<file path="config.mk">
export PLATFORM = sky130hd
export DESIGN_NAME = pulse_scheduler
export DESIGN_NICKNAME = d
export VERILOG_FILES = /design/src/rtl/pulse_scheduler.sv
export SDC_FILE = /design/constraint.sdc
export NUM_CORES = 1
export LEC_CHECK = 0
export ABC_AREA = 1
export CAP_MARGIN = 20
export CELL_PAD_IN_SITES_DETAIL_PLACEMENT = 0
export CELL_PAD_IN_SITES_GLOBAL_PLACEMENT = 1
export CORE_AREA = 2 2 52 79
export CTS_CLUSTER_SIZE = 28
export DETAILED_ROUTE_END_ITERATION = 10
export DIE_AREA = 0 0 54 81
export PLACE_DENSITY = 0.82
export SLEW_MARGIN = 0
export SYNTH_ARGS = -nofsm -noshare
export SYNTH_HDL_FRONTEND = slang
export SYNTH_SLANG_ARGS = --single-unit
</file>
<file path="constraint.sdc">
create_clock -name clock -period 3.4 [get_ports clock]
set_clock_uncertainty 0.15 [all_clocks]
set_input_delay 1.02 -clock clock [delete_from_list [all_inputs] [get_ports clock]]
set_output_delay 1.02 -clock clock [all_outputs]
set_load 0.02 [all_outputs]
</file>
<file path="src/rtl/pulse_scheduler.sv">
// Round-robin shared pulse channel: one granted requester at a time drives a
// pulse of its requested width on `signal`, followed by a forced low gap.
module pulse_scheduler #(
    parameter int N_REQ   = 4,
    parameter int WIDTH_W = 4,
    parameter int GAP     = 2
) (
    input  logic               clock,
    input  logic               reset,
    input  logic [N_REQ-1:0]   req,
    input  logic [WIDTH_W-1:0] width,
    output logic               signal,
    output logic [N_REQ-1:0]   grant,
    output logic [N_REQ-1:0]   done,
    output logic               busy
);

    localparam int PTR_W = (N_REQ > 1) ? $clog2(N_REQ) : 1;
    localparam int GAP_W = (GAP > 1) ? $clog2(GAP + 1) : 1;
    localparam int unsigned NR = N_REQ;

    typedef enum logic [1:0] {
        ST_IDLE,
        ST_PULSE,
        ST_GAP
    } state_t;

    state_t             state, state_n;
    logic [WIDTH_W-1:0] count, count_n;
    logic [GAP_W-1:0]   gap_cnt, gap_n;
    logic [PTR_W-1:0]   last, last_n;
    logic               signal_n, busy_n;
    logic [N_REQ-1:0]   grant_n, done_n;

    logic [PTR_W-1:0]   winner;
    logic               found;
    int unsigned        idx;
    logic [N_REQ-1:0]   win_onehot;
    logic [WIDTH_W-1:0] load_cnt;

    // Search last+1, last+2, ... so the most recent owner has lowest priority.
    always_comb begin
        found  = 1'b0;
        winner = '0;
        idx    = 0;
        for (int unsigned i = 1; i <= NR; i++) begin
            idx = (32'(last) + i) % NR;
            if (!found && req[idx]) begin
                found  = 1'b1;
                winner = idx[PTR_W-1:0];
            end
        end
    end

    assign win_onehot = N_REQ'(1) << winner;
    assign load_cnt   = (width == '0) ? WIDTH_W'(1) : width;

    always_ff @(posedge clock) begin
        if (!reset) begin
            state   <= ST_IDLE;
            count   <= '0;
            gap_cnt <= '0;
            last    <= PTR_W'(N_REQ - 1);
            signal  <= 1'b0;
            grant   <= '0;
            done    <= '0;
            busy    <= 1'b0;
        end else begin
            state   <= state_n;
            count   <= count_n;
            gap_cnt <= gap_n;
            last    <= last_n;
            signal  <= signal_n;
            grant   <= grant_n;
            done    <= done_n;
            busy    <= busy_n;
        end
    end

    always_comb begin
        state_n = state;
        case (state)
            ST_IDLE:  if (found) state_n = ST_PULSE;
            ST_PULSE: if (count == WIDTH_W'(1)) state_n = (GAP > 0) ? ST_GAP : ST_IDLE;
            ST_GAP:   if (gap_cnt == GAP_W'(1)) state_n = ST_IDLE;
            default:  state_n = ST_IDLE;
        endcase
    end

    // Computes next-cycle values of every registered output; done is raised
    // one edge early so it lines up with the count==1 pulse cycle.
    always_comb begin
        signal_n = 1'b0;
        grant_n  = '0;
        done_n   = '0;
        busy_n   = 1'b0;
        count_n  = count;
        gap_n    = gap_cnt;
        last_n   = last;
        case (state)
            ST_IDLE: begin
                if (found) begin
                    signal_n = 1'b1;
                    grant_n  = win_onehot;
                    busy_n   = 1'b1;
                    last_n   = winner;
                    count_n  = load_cnt;
                    done_n   = (load_cnt == WIDTH_W'(1)) ? win_onehot : '0;
                end
            end
            ST_PULSE: begin
                if (count == WIDTH_W'(1)) begin
                    count_n = '0;
                    if (GAP > 0) begin
                        busy_n = 1'b1;
                        gap_n  = GAP_W'(GAP);
                    end
                end else begin
                    count_n  = count - WIDTH_W'(1);
                    signal_n = 1'b1;
                    grant_n  = grant;
                    busy_n   = 1'b1;
                    done_n   = (count == WIDTH_W'(2)) ? grant : '0;
                end
            end
            ST_GAP: begin
                if (gap_cnt == GAP_W'(1)) begin
                    gap_n = '0;
                end else begin
                    gap_n  = gap_cnt - GAP_W'(1);
                    busy_n = 1'b1;
                end
            end
            default: ;
        endcase
    end

endmodule

</file>
# Word level (Yosys, flattened, before mapping)
# Cells that the tools add are included.
op_classes:
  add_sub_neg: 6
  n_lt_le_gt_ge: 4
  n_eq_ne: 9
  shift: 1
  muxes: 39
  n_reduce_logical: 14
op_table:
  columns: ["op", "n"]
  rows:
  - ["4-bit 2-to-1 mux", 9]
  - ["4-bit one-hot mux with 2 select lines", 3]
  - ["2-bit 2-to-1 mux", 8]
  - ["2-bit by 3-bit less-than comparator with 1-bit output, second input constant", 4]
  - ["1-bit 2-to-1 mux", 11]
  - ["1-bit binary-select mux with 2-bit select", 4]
  - ["4-bit by 1-bit equality test with 1-bit output, second input constant", 2]
  - ["2-bit inequality test, second input constant", 3]
  - ["2-bit one-hot mux with 3 select lines", 1]
  - ["2-bit AND reduction", 3]
  - ["2-bit by 1-bit adder with 2-bit output, second input constant", 2]
  - ["2-bit adder, second input constant", 2]
  - ["2-bit by 1-bit equality test with 1-bit output, second input constant", 2]
  - ["4-bit by 2-bit equality test with 1-bit output, second input constant", 1]
  - ["4-bit logical NOT", 1]
  - ["2-bit one-hot mux with 2 select lines", 1]
  - ["2-bit nonzero test", 2]
  - ["1-bit by 2-bit << shifter with 4-bit output, first input constant", 1]
  - ["4-bit by 1-bit subtractor with 4-bit output, second input constant", 1]
  - ["1-bit logical AND", 3]
  - ["1-bit logical NOT", 3]
  - ["1-bit one-hot mux with 3 select lines", 1]
  - ["3-bit AND reduction", 1]
  - ["2-bit equality test, second input constant", 1]
  - ["other kinds (3)", 3]
totals:
  register_bits: 20
  inputBits: 10
  out_inout_bits: 10
  elab_cells: 81

# Logic depth before layout (Yosys ltp)
# Gate-level depths: netlist (run 1).
depth:
  word_depth: 17
  ltp_mapped: 13
  ltp_nobuf: 13

# Worst setup path after synthesis (run 1)
# Ideal clock, no wire load.
synth_path:
  kind: "input-to-reg"
  startpoint: "in req[3]"
  endpoint: "reg grant[2]"
  setup_time_ns: 0.129
  t_arrival_ns: 1.927
  required_ns: 3.121
  path_slack_ns: 1.194
  stages: 12
  n_path_buf: 0
  cell_sequence: "inv_1 > nand2_2 > nand3_1 > nand2_2 > nor2_8 > nand3b_4 > nand2_4 > inv_2 > nand2_2 > nor2_2 > a21oi_1 > nor2_1"
synth_via:
  elab_chain_cells: 15
  elab_cells_between_ends: 25
  classes_between: "shift (1); mux (18); reduce/logical (6)"
synth_lines:
  columns: ["item", "line", "rtl"]
  rows:
  - ["start, declared", "10", "input logic [N_REQ-1:0] req,"]
  - ["1-bit binary-select mux with 2-bit select", "48", "if (!found && req[idx]) begin"]
  - ["1-bit 2-to-1 mux (not written as such)", "48", null]
  - ["1-bit 2-to-1 mux", "48", null]
  - ["1-bit logical NOT", "48", null]
  - ["1-bit logical AND", "48", null]
  - ["1-bit 2-to-1 mux", "48", null]
  - ["1-bit logical NOT", "48", null]
  - ["1-bit logical AND", "48", null]
  - ["1-bit 2-to-1 mux", "48", null]
  - ["1-bit logical NOT", "48", null]
  - ["1-bit logical AND", "48", null]
  - ["2-bit 2-to-1 mux", "48", null]
  - ["1-bit by 2-bit << shifter with 4-bit output", "55", "assign win_onehot = N_REQ'(1) << winner;"]
  - ["4-bit 2-to-1 mux (*)", "102", "if (found) begin"]
  - ["4-bit one-hot mux with 2 select lines (*)", "100", "case (state)"]
  - ["end signal, assigned", "74", "grant <= grant_n;"]
  - ["end, declared", "13", "output logic [N_REQ-1:0] grant,"]
# Every way passes the cells marked *; elsewhere a longest branch is shown, timed or not. The select of a mux whose other input is x is not followed.
# A chain may end at the register's enable or synchronous reset.

# Worst setup path after layout (run 1)
layout_path:
  startpoint: "in req[3]"
  endpoint: "reg busy"
layout_via:
  elab_chain_cells: 14
  elab_cells_between_ends: 20
  classes_between: "mux (14); reduce/logical (6)"
layout_lines:
  columns: ["item", "line", "rtl"]
  rows:
  - ["1-bit binary-select mux with 2-bit select", "48", null]
  - ["1-bit 2-to-1 mux (not written as such)", "48", null]
  - ["1-bit 2-to-1 mux", "48", null]
  - ["1-bit logical NOT", "48", null]
  - ["1-bit logical AND", "48", null]
  - ["1-bit 2-to-1 mux", "48", null]
  - ["1-bit logical NOT", "48", null]
  - ["1-bit logical AND", "48", null]
  - ["1-bit 2-to-1 mux", "48", null]
  - ["1-bit logical NOT", "48", null]
  - ["1-bit logical AND", "48", null]
  - ["1-bit 2-to-1 mux (*)", "48", null]
  - ["1-bit 2-to-1 mux (*)", "102", null]
  - ["1-bit one-hot mux with 3 select lines (*)", "100", null]
  - ["end signal, assigned", "76", "busy <= busy_n;"]
  - ["end, declared", "15", "output logic busy"]
# Marked as above.

==> impl_metrics.toml, run 1 <==
[outcome]
run_status = "completed"

[clocking]
cts-hold-fix-buffers = 0
cts_max_level = 1
clockRootBuffer = "clkbuf_8"
clkLatencyLatePin_ps = 260
clkSlewWorstSetupHoldPaths_ps = 80
clockBufferDepth = 2
cts_buffers = 3
cts_tree = "yes"
postCtsSetupBuffers = 0
cts_resized = 0
clock-sinks = 20

[synthesis]
synthTopCellsByArea = "dfxtp_1, nand2_1, nand2_2"
yosysWarnings = 0
syn_nets = 185
yosysTopAreaCell = "dfxtp_1"
synth-compound-area-share_pct = 16.1
synth_area_um2 = 1250
ys_ff_latch = 20
synth_top_family_by_area = "simple AND/OR/NAND/NOR gates"
ys_top_cells_by_count = "nand2_1, inv_1, dfxtp_1"
yosys.cell_count.top_type = "nand2_1"
synthFlopType = "dfxtp_1"
synth_edf_count = 0
yosys.area_share.simple_pct = 37.3
ys_types = 31
synthArstFlopShare_pct = 0
yosysSeqAreaShare_pct = 32.1
synth_top_area_share_pct = 32.1
synthXorXnorAreaFrac_pct = 0.701
syn_inst = 171
synthMuxAreaShare_pct = 0.802
synth_area_per_cell_um2 = 7.30
synthAdderAreaFrac_pct = 4.01

[timing]
timing.final.crit_share_pct = 76.5
rsz0062_at_grt = "no"
max_freq_ghz = 0.385
finalSetupViolCount = 0
hold_violations = 0
tns_ps = 0
slew_violations = 0
holdWs_ps = 323
min_period_ps = 2600
tightest_slew_ps = 571
slew_headroom_pct = 61.8

[global_route]
first_global_vias = 1075
grt_max_degree = 15
overflow = 0
groute.usage.overall_pct = 14.4
grt_pass1_wl_um = 4570
antenna_found_initial = 0

[pwr]
seqPwrFrac_pct = 27.7
pwr-share-clk_pct = 13.2
switching_power_mw = 0.689
p_int_mw = 0.718
cellLeakagePower_nw = 0.683
swShare_pct = 48.9
total_power_mw = 1.41
p_per_area_nw_per_um2 = 917
power_frac_comb_pct = 59.1
peakVddDrop_v = 0.000365

[route]
vias = 1149
wl_um = 2860
antenna_left = 0
wl_per_cell_um = 12.1
first_pass_iters = 4
drtIter0Drc = 37
drt-vias-per-instance = 4.85
drc = 0

[place]
port_buffers = 19
hpwl_um = 2270
finalWeightedCongestion = 0.798

[cells_and_area]
syn_to_final_growth_pct = 22.9
multiInputGateArea_um2 = 736
nets = 207
antenna_cells = 0
regArea_um2 = 400
drive_above_1_share_pct = 18.8
fill_cells = 401

[critical_path]
rr_startpoint = "last[0]"
rrSetupSlack_ps = 1100
crit_start = "req[3]"
critical_path_class = "input port to flop"
worstPathArrival_ps = 2600
cp_max_fo = 5
endpoint = "busy"
required_ps = 3400
r2r-end = "busy"
worstSetupEndpointType = "flop"
rr_worst_depth = 11
start_kind = "input port"

[floorplanning]
fp.dieW_um = 54
io_pins = 20
fp.dieH_um = 81
core_um2 = 3780
fp-row-count = 28
dieArea_um2 = 4370
start_util_pct = 33.0

[min_path]
hold_start = "gap_cnt[0]"
holdPathStages = 1
hold_path.class = "flop to flop"

[run]
max-cap-violations = 0
[per-stage QoR]
| stage | util (%) | area (um^2) | setup slack, ps | std cells |
|---|---|---|---|---|
| after floorplan | - | 1250 | 1190 | 171 |
| after global placement | 39.1 | 1480 | 508 | 233 |
| after detailed placement | 39.1 | 1480 | 521 | 233 |
| after CTS | 40.6 | 1540 | 793 | 237 |
| after global routing | 40.6 | 1540 | 663 | 237 |
| final | 40.6 | 1540 | 800 | 237 |
[area by class of cell]
type / instances / share of cell area [%]
tap: 45 / 3.67
clock buffer: 4 / 3.59
sequential: 20 / 26.1
timing repair buffer: 19 / 12.4
multi-input combinational: 123 / 47.9
inverter: 26 / 6.36
[placed cells by master (no fill, tap or decap)]
cell / netlist / routed
nand2_2: 14 / 14
nand3_1: 14 / 14
mux2i_1: 1 / 1
nand2_1: 28 / 28
inv_2: 5 / 5
clkbuf_8: 0 / 4
o21ai_4: 1 / 1
nor2_8: 1 / 1
a211oi_2: 1 / 1
clkdlybuf4s50_1: 0 / 19
a31oi_1: 1 / 1
nor3b_1: 1 / 1
nor2_2: 3 / 3
o31ai_1: 1 / 1
ha_1: 4 / 4
nand2_4: 3 / 3
o22ai_1: 3 / 3
nor2_4: 1 / 1
inv_1: 21 / 21
nand4_1: 6 / 6
a21oi_1: 16 / 16
dfxtp_1: 20 / 20
nor3_1: 2 / 2
xnor2_1: 1 / 1
nand3b_1: 1 / 1
o211ai_1: 1 / 1
nor4_1: 1 / 1
nor2_1: 8 / 8
o21ai_0: 7 / 7
a21oi_2: 2 / 2
nand3b_4: 1 / 1
[state kept, by name, summed over array words and instances (netlist names)]
name and flops:
count 4, done 4, grant 4, gap_cnt 2, last 2, state 2
busy 1, signal 1
[metal layers]
metal  track usage [%]  part of all wire [%]  vias to the layer above
li1                  -                     -                      606
met1              13.6                    40                      518
met2              28.0                    55                       20
met3              1.29                   1.9                        5
met4              8.50                   2.4                        0
met5                 0                     0                        -
[how the worst min path moves through the flow]
stage                     slack (ps)          to
final                            320  gap_cnt[0]
after global routing             340  gap_cnt[0]
after CTS                        310  gap_cnt[0]
after detailed placement         300  gap_cnt[0]
after global placement           300  gap_cnt[0]
after floorplan                  280  gap_cnt[0]
[logic make-up after synthesis]
family	count (synthesis)
buffers and inverters	28
multiplexers	1
XOR/XNOR	1
flip-flops	20
adder cells (fa/ha/maj)	4
AO/OA/AOI/OAI	33
AND/OR/NAND/NOR	84
[critical path: stages]
cell and delay [ps]:
clkdlybuf4s50_1 440, nand2_1 130, nand2_2 70, nand2_2 120, nand2_4 80, nor2_8 110, nand3b_4 110, nand2_4 110
inv_2 60, o31ai_1 290, inv_1 60
[power groups by stage]
stage / clock [mW] / sequential (mW) / combinational, mW
floorplan: 0 / 0.403 / 0.632
global placement: 0 / 0.397 / 0.835
detailed placement: 0 / 0.394 / 0.834
CTS: 0.189 / 0.389 / 0.836
global route: 0.198 / 0.403 / 0.926
finish: 0.186 / 0.389 / 0.832
Power figures use the tool's default switching activity.
==> run 2, diff against run 1 <==
==> constraint.sdc (replaced) <==
create_clock -name clock -period 2.5 [get_ports clock]
set_clock_uncertainty 0.15 [all_clocks]
set_input_delay 0.75 -clock clock [delete_from_list [all_inputs] [get_ports clock]]
set_output_delay 0.75 -clock clock [all_outputs]
set_load 0.02 [all_outputs]
==> impl_metrics.toml, run 2 (synthesis results as in run 1) <==
[outcome]
run_status = "completed"

[critical_path]
worstSetupEndpointType = "flop"
endpoint = "done[2]"
required_ps = 2550
rr_startpoint = "last[0]"
cp_max_fo = 4
critical_path_class = "input port to flop"
r2r-end = "done[2]"
rr_worst_depth = 12
rrSetupSlack_ps = 450
crit_start = "req[0]"
worstPathArrival_ps = 2320
start_kind = "input port"

[route]
first_pass_iters = 4
antenna_left = 0
wl_per_cell_um = 12.5
drc = 0
drt-vias-per-instance = 4.81
wl_um = 3040
vias = 1164
drtIter0Drc = 34

[pwr]
p_per_area_nw_per_um2 = 1300
peakVddDrop_v = 0.000533
total_power_mw = 2.06
cellLeakagePower_nw = 0.714

[clocking]
clkLatencyLatePin_ps = 270
cts_max_level = 1
clock-sinks = 20
cts_buffers = 3
clockRootBuffer = "clkbuf_8"
clkSlewWorstSetupHoldPaths_ps = 80
clockBufferDepth = 2
postCtsSetupBuffers = 0
cts_resized = 0
cts-hold-fix-buffers = 0
cts_tree = "yes"

[cells_and_area]
antenna_cells = 0
nets = 212
reg_top3 = "count x4, done x4, grant x4"
syn_to_final_growth_pct = 27.3
fill_cells = 410
final_common_cell = "nand2_1"
post-route-util_pct = 42.0
mostFrequentLayoutCells = "nand2_1, inv_1, dfxtp_1, clkdlybuf4s50_1, a21oi_1"
regArea_um2 = 400
multiInputGateArea_um2 = 736
drive_above_1_share_pct = 20.8

[timing]
timing.final.crit_share_pct = 90.5
slew_violations = 0
finalSetupViolCount = 0
rsz0062_at_grt = "no"
tightest_slew_ps = 590
slew_headroom_pct = 60.6
max_freq_ghz = 0.442
holdWs_ps = 337
hold_violations = 0
min_period_ps = 2260
layout_setup_ws_ps = 238

[global_route]
grt_pass1_wl_um = 4910
groute.usage.overall_pct = 15.3
antenna_found_initial = 0
grt_max_degree = 15
first_global_vias = 1129
overflow = 0

[floorplanning]
io_pins = 20
fp.dieW_um = 54
fp.dieH_um = 81
start_util_pct = 33.0
dieArea_um2 = 4370
fp-row-count = 28
core_um2 = 3780

[run]
max-cap-violations = 0

[place]
port_buffers = 19
finalWeightedCongestion = 0.793
hpwl_um = 2360
dpl_worst_slack_ps = -75.7

[min_path]
hold_path.class = "flop to flop"
[run 2: cell count changes in the layout (fill, tap and decap cells not counted)]
cell       change
clkbuf_8       -1
bufinv_16      +1
buf_4          +5
[run 2: where the power goes]
part	internal, mW	switching, mW
Combinational	0.466	0.740
Clock	0.214	0.119
Sequential	0.419	0.102
[run 2: per-stage QoR]
stage	instances	TNS [ps]	instance area, um^2
6_report	242	0	1590
3_3_place_gp	238	-368	1520
3_5_place_dp	238	-457	1520
2_1_floorplan	171	0	1250
4_1_cts	242	0	1590
5_1_grt	242	0	1590
[run 2: layer usage]
metal	track usage (%)	routed length, um	vias to the layer above
met5	0	0	-
met2	30.5	1740	14
li1	-	-	617
met3	0.551	21	4
met1	15.5	1220	529
met4	6.75	52	0
[run 2: cell type report]
type                    count  area share [%]
repair buffers             24            14.3
clock buffers               3            2.60
inverters                  26            6.14
multi-input cells         123            46.3
flip-flops and latches     20            25.2
well taps                  45            3.54
clock inverters             1            1.89
[run 2: worst min-delay path by stage]
stage,cells past startpoint,from,to,slack [ps]
floorplan,1,gap_cnt[0],gap_cnt[0],280
global placement,1,gap_cnt[0],gap_cnt[0],310
detailed placement,1,gap_cnt[0],gap_cnt[0],310
CTS,1,gap_cnt[0],gap_cnt[0],330
global route,1,gap_cnt[0],gap_cnt[0],340
finish,1,gap_cnt[0],gap_cnt[0],340
[run 2: critical path: stages]
cell and delay (ps):
clkdlybuf4s50_1 510, nand2_2 70, nand2_2 120, inv_1 60, nand2_1 70, nand2_2 90, nand4_1 150, nand3_1 150
nor2_2 150, nand2_1 70, a21oi_2 110
==> run 3, diff against run 2 <==
--- a/config.mk
+++ b/config.mk
@@ -6,6 +6,7 @@
 export NUM_CORES = 1
 export LEC_CHECK = 0
 export ABC_AREA = 1
+export ABC_CLOCK_PERIOD_IN_PS = 2500
 export CAP_MARGIN = 20
 export CELL_PAD_IN_SITES_DETAIL_PLACEMENT = 0
 export CELL_PAD_IN_SITES_GLOBAL_PLACEMENT = 1
@@ -13,6 +14,7 @@
 export CTS_CLUSTER_SIZE = 28
 export DETAILED_ROUTE_END_ITERATION = 10
 export DIE_AREA = 0 0 54 81
+export GPL_ROUTABILITY_DRIVEN = 0
 export PLACE_DENSITY = 0.82
 export SLEW_MARGIN = 0
 export SYNTH_ARGS = -nofsm -noshare
==> results of run 3 <==
Same layout as run 2: the final DEF is identical, and so are final timing and power.
